$ cat src/rtl/divclk_monitor_pkg.sv
// Shared types and defaults for the divided-clock period monitor.
package divclk_monitor_pkg;

    typedef enum logic [1:0] {
        IDLE    = 2'd0,
        ARM     = 2'd1,
        MEASURE = 2'd2
    } state_e;

    localparam int DEF_CNT_W       = 16;
    localparam int DEF_SYNC_STAGES = 2;

endpackage

$ cat src/rtl/divclk_monitor_edge_sync.sv
// Synchronizes the asynchronous divided clock into clk_in and flags its rising edges.
module edge_sync
    import divclk_monitor_pkg::*;
#(
    parameter int SYNC_STAGES = DEF_SYNC_STAGES
) (
    input  logic clk_in,
    input  logic nrst,
    input  logic d,
    output logic rise
);

    logic [SYNC_STAGES-1:0] sync_q, sync_d;
    logic                   prev_q, prev_d;

    always_comb begin
        sync_d = {sync_q[SYNC_STAGES-2:0], d};
        prev_d = sync_q[SYNC_STAGES-1];
    end

    always_ff @(posedge clk_in or negedge nrst) begin
        if (!nrst) begin
            sync_q <= '0;
            prev_q <= 1'b0;
        end else begin
            sync_q <= sync_d;
            prev_q <= prev_d;
        end
    end

    // Reset value of both flops is 0, so no edge can appear out of reset.
    assign rise = sync_q[SYNC_STAGES-1] & ~prev_q;

endmodule

$ cat src/rtl/divclk_monitor.sv
// Measures the divided-clock period in clk_in cycles and compares it with 2*(scale+1).
module divclk_monitor
    import divclk_monitor_pkg::*;
#(
    parameter int SYNC_STAGES = DEF_SYNC_STAGES,
    parameter int CNT_W       = DEF_CNT_W
) (
    input  logic             clk_in,
    input  logic             nrst,
    input  logic             div_clk,
    input  logic [7:0]       scale,
    input  logic             en,
    output logic [CNT_W-1:0] period,
    output logic             period_valid,
    output logic             match,
    output logic             stall
);

    localparam logic [CNT_W-1:0] CNT_MAX = '1;
    localparam logic [CNT_W-1:0] CNT_ONE = {{(CNT_W-1){1'b0}}, 1'b1};

    state_e           state_q, state_d;
    logic [CNT_W-1:0] cnt_q, cnt_d;
    logic [CNT_W-1:0] period_q, period_d;
    logic             pv_q, pv_d;
    logic             match_q, match_d;
    logic             stall_q, stall_d;
    logic [CNT_W-1:0] expected;
    logic             rise;

    edge_sync #(.SYNC_STAGES(SYNC_STAGES)) u_edge_sync (
        .clk_in (clk_in),
        .nrst   (nrst),
        .d      (div_clk),
        .rise   (rise)
    );

    always_comb expected = CNT_W'((32'(scale) + 32'd1) << 1);

    always_comb begin
        state_d  = state_q;
        cnt_d    = cnt_q;
        period_d = period_q;
        pv_d     = 1'b0;
        match_d  = match_q;
        stall_d  = stall_q;
        // Disabling overrides everything, including a rise on this same cycle.
        if (!en) begin
            state_d = IDLE;
            cnt_d   = '0;
            stall_d = 1'b0;
        end else begin
            case (state_q)
                IDLE: state_d = ARM;
                ARM: begin
                    if (rise) begin
                        cnt_d   = '0;
                        state_d = MEASURE;
                    end
                end
                MEASURE: begin
                    if (rise) begin
                        period_d = (cnt_q == CNT_MAX) ? CNT_MAX : cnt_q + CNT_ONE;
                        pv_d     = 1'b1;
                        match_d  = (period_d == expected);
                        cnt_d    = '0;
                    end else if (cnt_q == CNT_MAX) begin
                        stall_d = 1'b1;
                        state_d = ARM;
                    end else begin
                        cnt_d = cnt_q + CNT_ONE;
                    end
                end
                default: state_d = IDLE;
            endcase
        end
    end

    always_ff @(posedge clk_in or negedge nrst) begin
        if (!nrst) begin
            state_q  <= IDLE;
            cnt_q    <= '0;
            period_q <= '0;
            pv_q     <= 1'b0;
            match_q  <= 1'b0;
            stall_q  <= 1'b0;
        end else begin
            state_q  <= state_d;
            cnt_q    <= cnt_d;
            period_q <= period_d;
            pv_q     <= pv_d;
            match_q  <= match_d;
            stall_q  <= stall_d;
        end
    end

    assign period       = period_q;
    assign period_valid = pv_q;
    assign match        = match_q;
    assign stall        = stall_q;

endmodule

$ cat config.mk
export PLATFORM = sky130hd
export DESIGN_NAME = divclk_monitor
export DESIGN_NICKNAME = d
export VERILOG_FILES = /design/src/rtl/divclk_monitor_pkg.sv /design/src/rtl/divclk_monitor_edge_sync.sv /design/src/rtl/divclk_monitor.sv
export SDC_FILE = /design/constraint.sdc
export NUM_CORES = 1
export LEC_CHECK = 0
export CAP_MARGIN = 10
export CORE_ASPECT_RATIO = 1.25
export CORE_MARGIN = 5
export CORE_UTILIZATION = 35
export DETAILED_ROUTE_END_ITERATION = 12
export DONT_BUFFER_PORTS = 1
export PLACE_DENSITY = 0.55
export SLEW_MARGIN = 5
export SYNTH_ARGS = -nofsm -noshare
export SYNTH_HDL_FRONTEND = slang
export SYNTH_SLANG_ARGS = --single-unit
$ cat constraint.sdc
create_clock -name clk_in -period 2.9 [get_ports clk_in]
set_input_delay 0.435 -clock clk_in [delete_from_list [all_inputs] [get_ports clk_in]]
set_output_delay 0.435 -clock clk_in [all_outputs]
set_load 0.02 [all_outputs]
==> Yosys cells after proc, flatten, opt, wreduce, memory -nomap -nowiden <==
Cells that the tools add are included.
{ "totals": {"romBits": 0, "wordCells": 47, "output_inout_bits": 19, "mem_count": 0, "ram_bits": 0, "latch_bits": 0, "regBits": 40} }
{ "classes": {"add_sub_neg": 2, "reduce_logical": 5, "mux": 18, "bitwise_logic": 2, "div_mod_pow": 0, "eq_ne": 12, "order_cmp": 0, "shifts": 0, "n_mul": 0} }
{ "op_table": {"columns": ["cell", "count"], "rows": [
  ["16-bit 2-to-1 mux", 5],
  ["16-bit case mux with 2 select lines", 1],
  ["16-bit by 1-bit adder with 16-bit output, second input constant", 1],
  ["16-bit by 10-bit == test with 1-bit output", 1],
  ["16-bit == test, second input constant", 1],
  ["3-bit AND reduction", 4],
  ["8-bit by 1-bit adder with 9-bit output, second input constant", 1],
  ["3-bit inequality test, second input constant", 3],
  ["2-bit 2-to-1 mux", 4],
  ["1-bit 2-to-1 mux", 7],
  ["2-bit case mux with 3 select lines", 1],
  ["2-bit by 1-bit inequality test with 1-bit output, second input constant", 2],
  ["4-bit inequality test, second input constant", 1],
  ["3-bit by 1-bit inequality test with 1-bit output, second input constant", 1],
  ["2-bit by 1-bit == test with 1-bit output, second input constant", 1],
  ["2-bit == test, second input constant", 1],
  ["2-bit logical NOT", 1],
  ["2-bit inequality test, second input constant", 1],
  ["1-bit bitwise AND", 1],
  ["1-bit NOT", 1]
]} }

==> Depth between registers and ports, before layout <==
{ "logic_depth": {"word_depth": 5, "ltp_mapped": 10, "mapped_depth_nobuf": 8} }

==> By module <==
Synthesis repeated with hierarchy kept, for this count alone.
{ "unflattened": {"cells_unflattened": 263, "hier_area_um2": 2349.8} }
{ "modules_own_cells": {"columns": ["module", "cells_per_inst", "area_per_inst_um2", "instances"], "rows": [
  ["divclk_monitor", 259, 2260.9, 1],
  ["edge_sync", 4, 88.8, 1]
]} }

==> Worst setup path after synthesis <==
Ideal clock, no wire load.
{ "synth_path": {"kind": "register to register", "from": "register cnt_q[0]", "to": "register match_q, in the netlist match", "period_less_slack_ns": 2.316, "arrival_time_ns": 2.224, "path_stages_with_launch": 9, "required_time_ns": 2.808, "setup_time_ns": 0.092, "setup_slack_ns": 0.584, "cell_sequence": "dfrtp_1 > ha_1 > nand3_2 > nor4_1 > nand3_1 > xor2_1 > o211ai_1 > or3_1 > o31ai_2"} }
{ "synth_via": {"elab_chain_len": 3, "word_cells_on_any_way": 4} }
{ "synth_lines": {"columns": ["item", "line", "rtl"], "rows": [
  ["from (decl)", "divclk_monitor.sv:23", "logic [CNT_W-1:0] cnt_q, cnt_d;"],
  ["from (signal assigned)", "divclk_monitor.sv:89", "cnt_q <= cnt_d;"],
  ["16-bit by 1-bit adder with 16-bit output / 16-bit == test (equally long branches)", "divclk_monitor.sv:63", "period_d = (cnt_q == CNT_MAX) ? CNT_MAX : cnt_q + CNT_ONE;"],
  ["16-bit 2-to-1 mux *", "divclk_monitor.sv:63", null],
  ["16-bit by 10-bit == test with 1-bit output *", "divclk_monitor.sv:65", "match_d = (period_d == expected);"],
  ["to (signal assigned)", "divclk_monitor.sv:92", "match_q <= match_d;"],
  ["to (decl)", "divclk_monitor.sv:26", "logic match_q, match_d;"]
]} }
Every way passes the cells marked *; elsewhere a longest branch is shown, timed or not.
A chain may end at the register's enable or synchronous reset.

==> Final worst setup path <==
Ends and elaborated chain as after synthesis.

==> out/metrics.yaml <==
place:
  portBuffers: 0
  place_ws_ps: 270
  place_congestion: 0.838
  dpl_cell_area_um2: 2290
  place_hpwl_mm: 3.72
route:
  vias: 1737
  drc: 0
  ant_nets: 0
  dr.pass1.iters: 4
  vias_per_cell: 5.20
  drtIter0Drc: 119
  wl_per_cell_um: 15.1
  wirelength_mm: 5.04
layout:
  nFillCells: 650
  area_growth_pct: 9.39
  diodes: 0
  finalNetCount: 263
  design_area_um2: 2410
  drive_above_1_share_pct: 9.64
  multiInputGateArea_um2: 1120
  ff_latch_area_um2: 1000
synthesis:
  synth.top_cell.area_share_pct: 45.5
  yosys_warnings: 0
  synth_area_leader_cell: "dfrtp_1"
  syn_inst: 247
  syn_area_per_cell_um2: 8.91
  syn_nets: 261
  syn_area_um2: 2200
  ys_ff_latch: 40
  synth_area_leaders: "dfrtp_1 (46%), o21ai_0 (6.1%), xnor2_1 (4.8%)"
  yosysSeqAreaShare_pct: 45.5
  ys_types: 44
floorplanning:
  coreArea_um2: 6170
  start_util_pct: 35.7
  dieArea_um2: 7980
  die-width_um: 80.9
  io_pins: 31
  rows: 32
  die_h_um: 98.6
timing:
  tightest_slew_ps: 601
  finalMaxSlewViolations: 0
  fin_crit_sh_pct: 88.8
  grt_setup_unrepaired: "false"
  whs_ps: 167
  setup_ws_ps: 325
  clock_skew_ps: 6.53
  slew_headroom_pct: 59.7
  fmax_mhz: 388
  fin_tns_setup_ps: 0
  final_hold_viol_count: 0
  setup_viol: 0
  min_period_ps: 2580
global_route:
  grt_pass1_wl_mm: 8.27
  grt_max_degree: 41
  grt_pass1_vias: 1634
  antenna_found_initial: 0
  grt_usage_pct: 13.3
  grt_overflow: 0
setup_path:
  r2r_slack_ps: 320
  critPathCaptureType: "register"
  start_kind: "register"
  required_ps: 3110
  crit_type: "register to register"
  worst-path-max-fanout: 6
  cp.arrival_ps: 2790
cts:
  clock_latency_ps: 290
  clock_path_buffers: 2
  cts_tree: "built"
  cts_made_buffers: 5
  clkSinkCount: 40
  cts_max_level: 2
  cts_setup_buffers: 0
  clkSlewWorstSetupHoldPaths_ps: 80
  clockRootBuffer: "clkbuf_8"
hold_path:
  hold_path_class: "input pin to register"
job:
  max_cap_violations: 0
power:
  peakVddDrop_mv: 0.174
  finalPower_mw: 1.11
  p_leak_nw: 0.986
  p_per_area_nw_per_um2: 460
status:
  status: "complete, no violations"
==> synth_stat cells (all sizes together) <==
cell type and number:
dfrtp 40, nor2 28, o21ai 28, nand2 26
a21oi 12, nand3 12, xnor2 12, a31oi 10
buf 8, xor2 8, clkbuf 6, and3 5
nand4 5, inv 4, nand2b 4, nor2b 4
nor3 4, o31ai 4, and2 3, or3 3
ha 2, nor4 2, o211ai 2, o41ai 2
a21o 1, a32oi 1, a41oi 1, mux2 1
nand3b 1, nor3b 1, o2111ai 1, o21a 1
o21bai 1, o22ai 1, o31a 1, or2 1
or4 1
==> state kept, by name, summed over array words and instances, names as in the netlist <==
name / count
cnt_q: 16
match: 1
period: 16
period_valid: 1
stall: 1
state_q: 2
u_edge_sync.prev_q: 1
u_edge_sync.sync_q: 2
==> power by group <==
group,internal [mW],switching (mW)
combinational,0.0380,0.0479
clock,0.164,0.188
sequential,0.597,0.0723
==> path summary, 6_finish.rpt <==
path                                                 start                               to  cells after the start
hold reg to reg            u_edge_sync.sync_q[0]$_DFF_PN0_  u_edge_sync.sync_q[1]$_DFF_PN0_                      0
setup reg to reg                      cnt_q[0]$_DFFE_PN0P_                match$_DFFE_PN0P_                      8
max in group asynchronous                             nrst             cnt_q[0]$_DFFE_PN0P_                      2
min in group asynchronous                             nrst           period[14]$_DFFE_PN0P_                      2
hold / removal                                     div_clk  u_edge_sync.sync_q[0]$_DFF_PN0_                      0
setup / recovery                      cnt_q[0]$_DFFE_PN0P_                match$_DFFE_PN0P_                      8
==> layout by cell type (no fill, tap or decap), types with 3 or more instances in the layout <==
| master | synthesis | final |
|---|---|---|
| and3_1 | 5 | 5 |
| clkbuf_8 | 0 | 5 |
| and2_1 | 3 | 3 |
| dfrtp_1 | 40 | 40 |
| inv_1 | 4 | 4 |
| or3_1 | 3 | 3 |
| nor2b_1 | 4 | 4 |
| o21ai_0 | 27 | 27 |
| nor3_1 | 3 | 3 |
| buf_4 | 0 | 7 |
| nand2_1 | 26 | 26 |
| nor2_1 | 27 | 27 |
| o31ai_1 | 3 | 3 |
| a21oi_1 | 12 | 12 |
| xor2_1 | 8 | 8 |
| nand3_1 | 9 | 9 |
| nand2b_1 | 4 | 4 |
| nand4_1 | 5 | 5 |
| a31oi_1 | 10 | 10 |
| xnor2_1 | 12 | 12 |
==> logic make-up (layout without fill, tap and decap cells) <==
kind of cell	after synthesis	in the layout	synth area share (%)
multiplexers	1	1	0.512
XOR/XNOR	20	20	7.96
AND/OR/NAND/NOR	100	100	23.2
AO/OA/AOI/OAI	66	66	18.1
buffers and inverters	18	20	3.58
flip-flops	40	40	45.5
adder cells (fa/ha/maj)	2	2	1.14
==> routing by layer <==
layer	track usage, %	wire length (um)	vias up
met5	0	0	-
met1	17.1	2180	817
met4	5.85	103	0
met2	21.4	2510	36
met3	2.74	249	8
li1	-	-	876
==> critical path: stages, from the launching register on <==
cell,delay (ps)
dfrtp_1,440
ha_1,290
and3_1,260
nand2_1,130
nor3_1,490
mux2_2,390
o21ai_0,200
nand2_1,90
o31ai_2,200
==> repair_timing <==
| action | in CTS | in global routing |
|---|---|---|
| endpoints found under the setup margin | 0 | 4 |
| hold endpoints to repair | 40 | 0 |
| gates resized for setup | 0 | 1 |
| hold buffers | 2 | 0 |
==> final cells by class <==
class                           instances  share of cell area, %
Inverter                                4                  0.624
Clock buffer                            6                   3.02
Sequential cell                        40                   41.6
Timing Repair Buffer                    9                   3.43
Clock inverter                          1                  0.208
Tap cell                               85                   4.42
Multi-Input combinational cell        189                   46.7
==> metrics by stage <==
| step | utilization, % | cells |
|---|---|---|
| 2_1_floorplan | - | 247 |
| 3_3_place_gp | 37.2 | 325 |
| 6_report | 39.0 | 334 |
| 5_1_grt | 39.0 | 334 |
| 3_5_place_dp | 37.2 | 325 |
| 4_1_cts | 39.0 | 334 |
(Power assumes the default switching activity.)
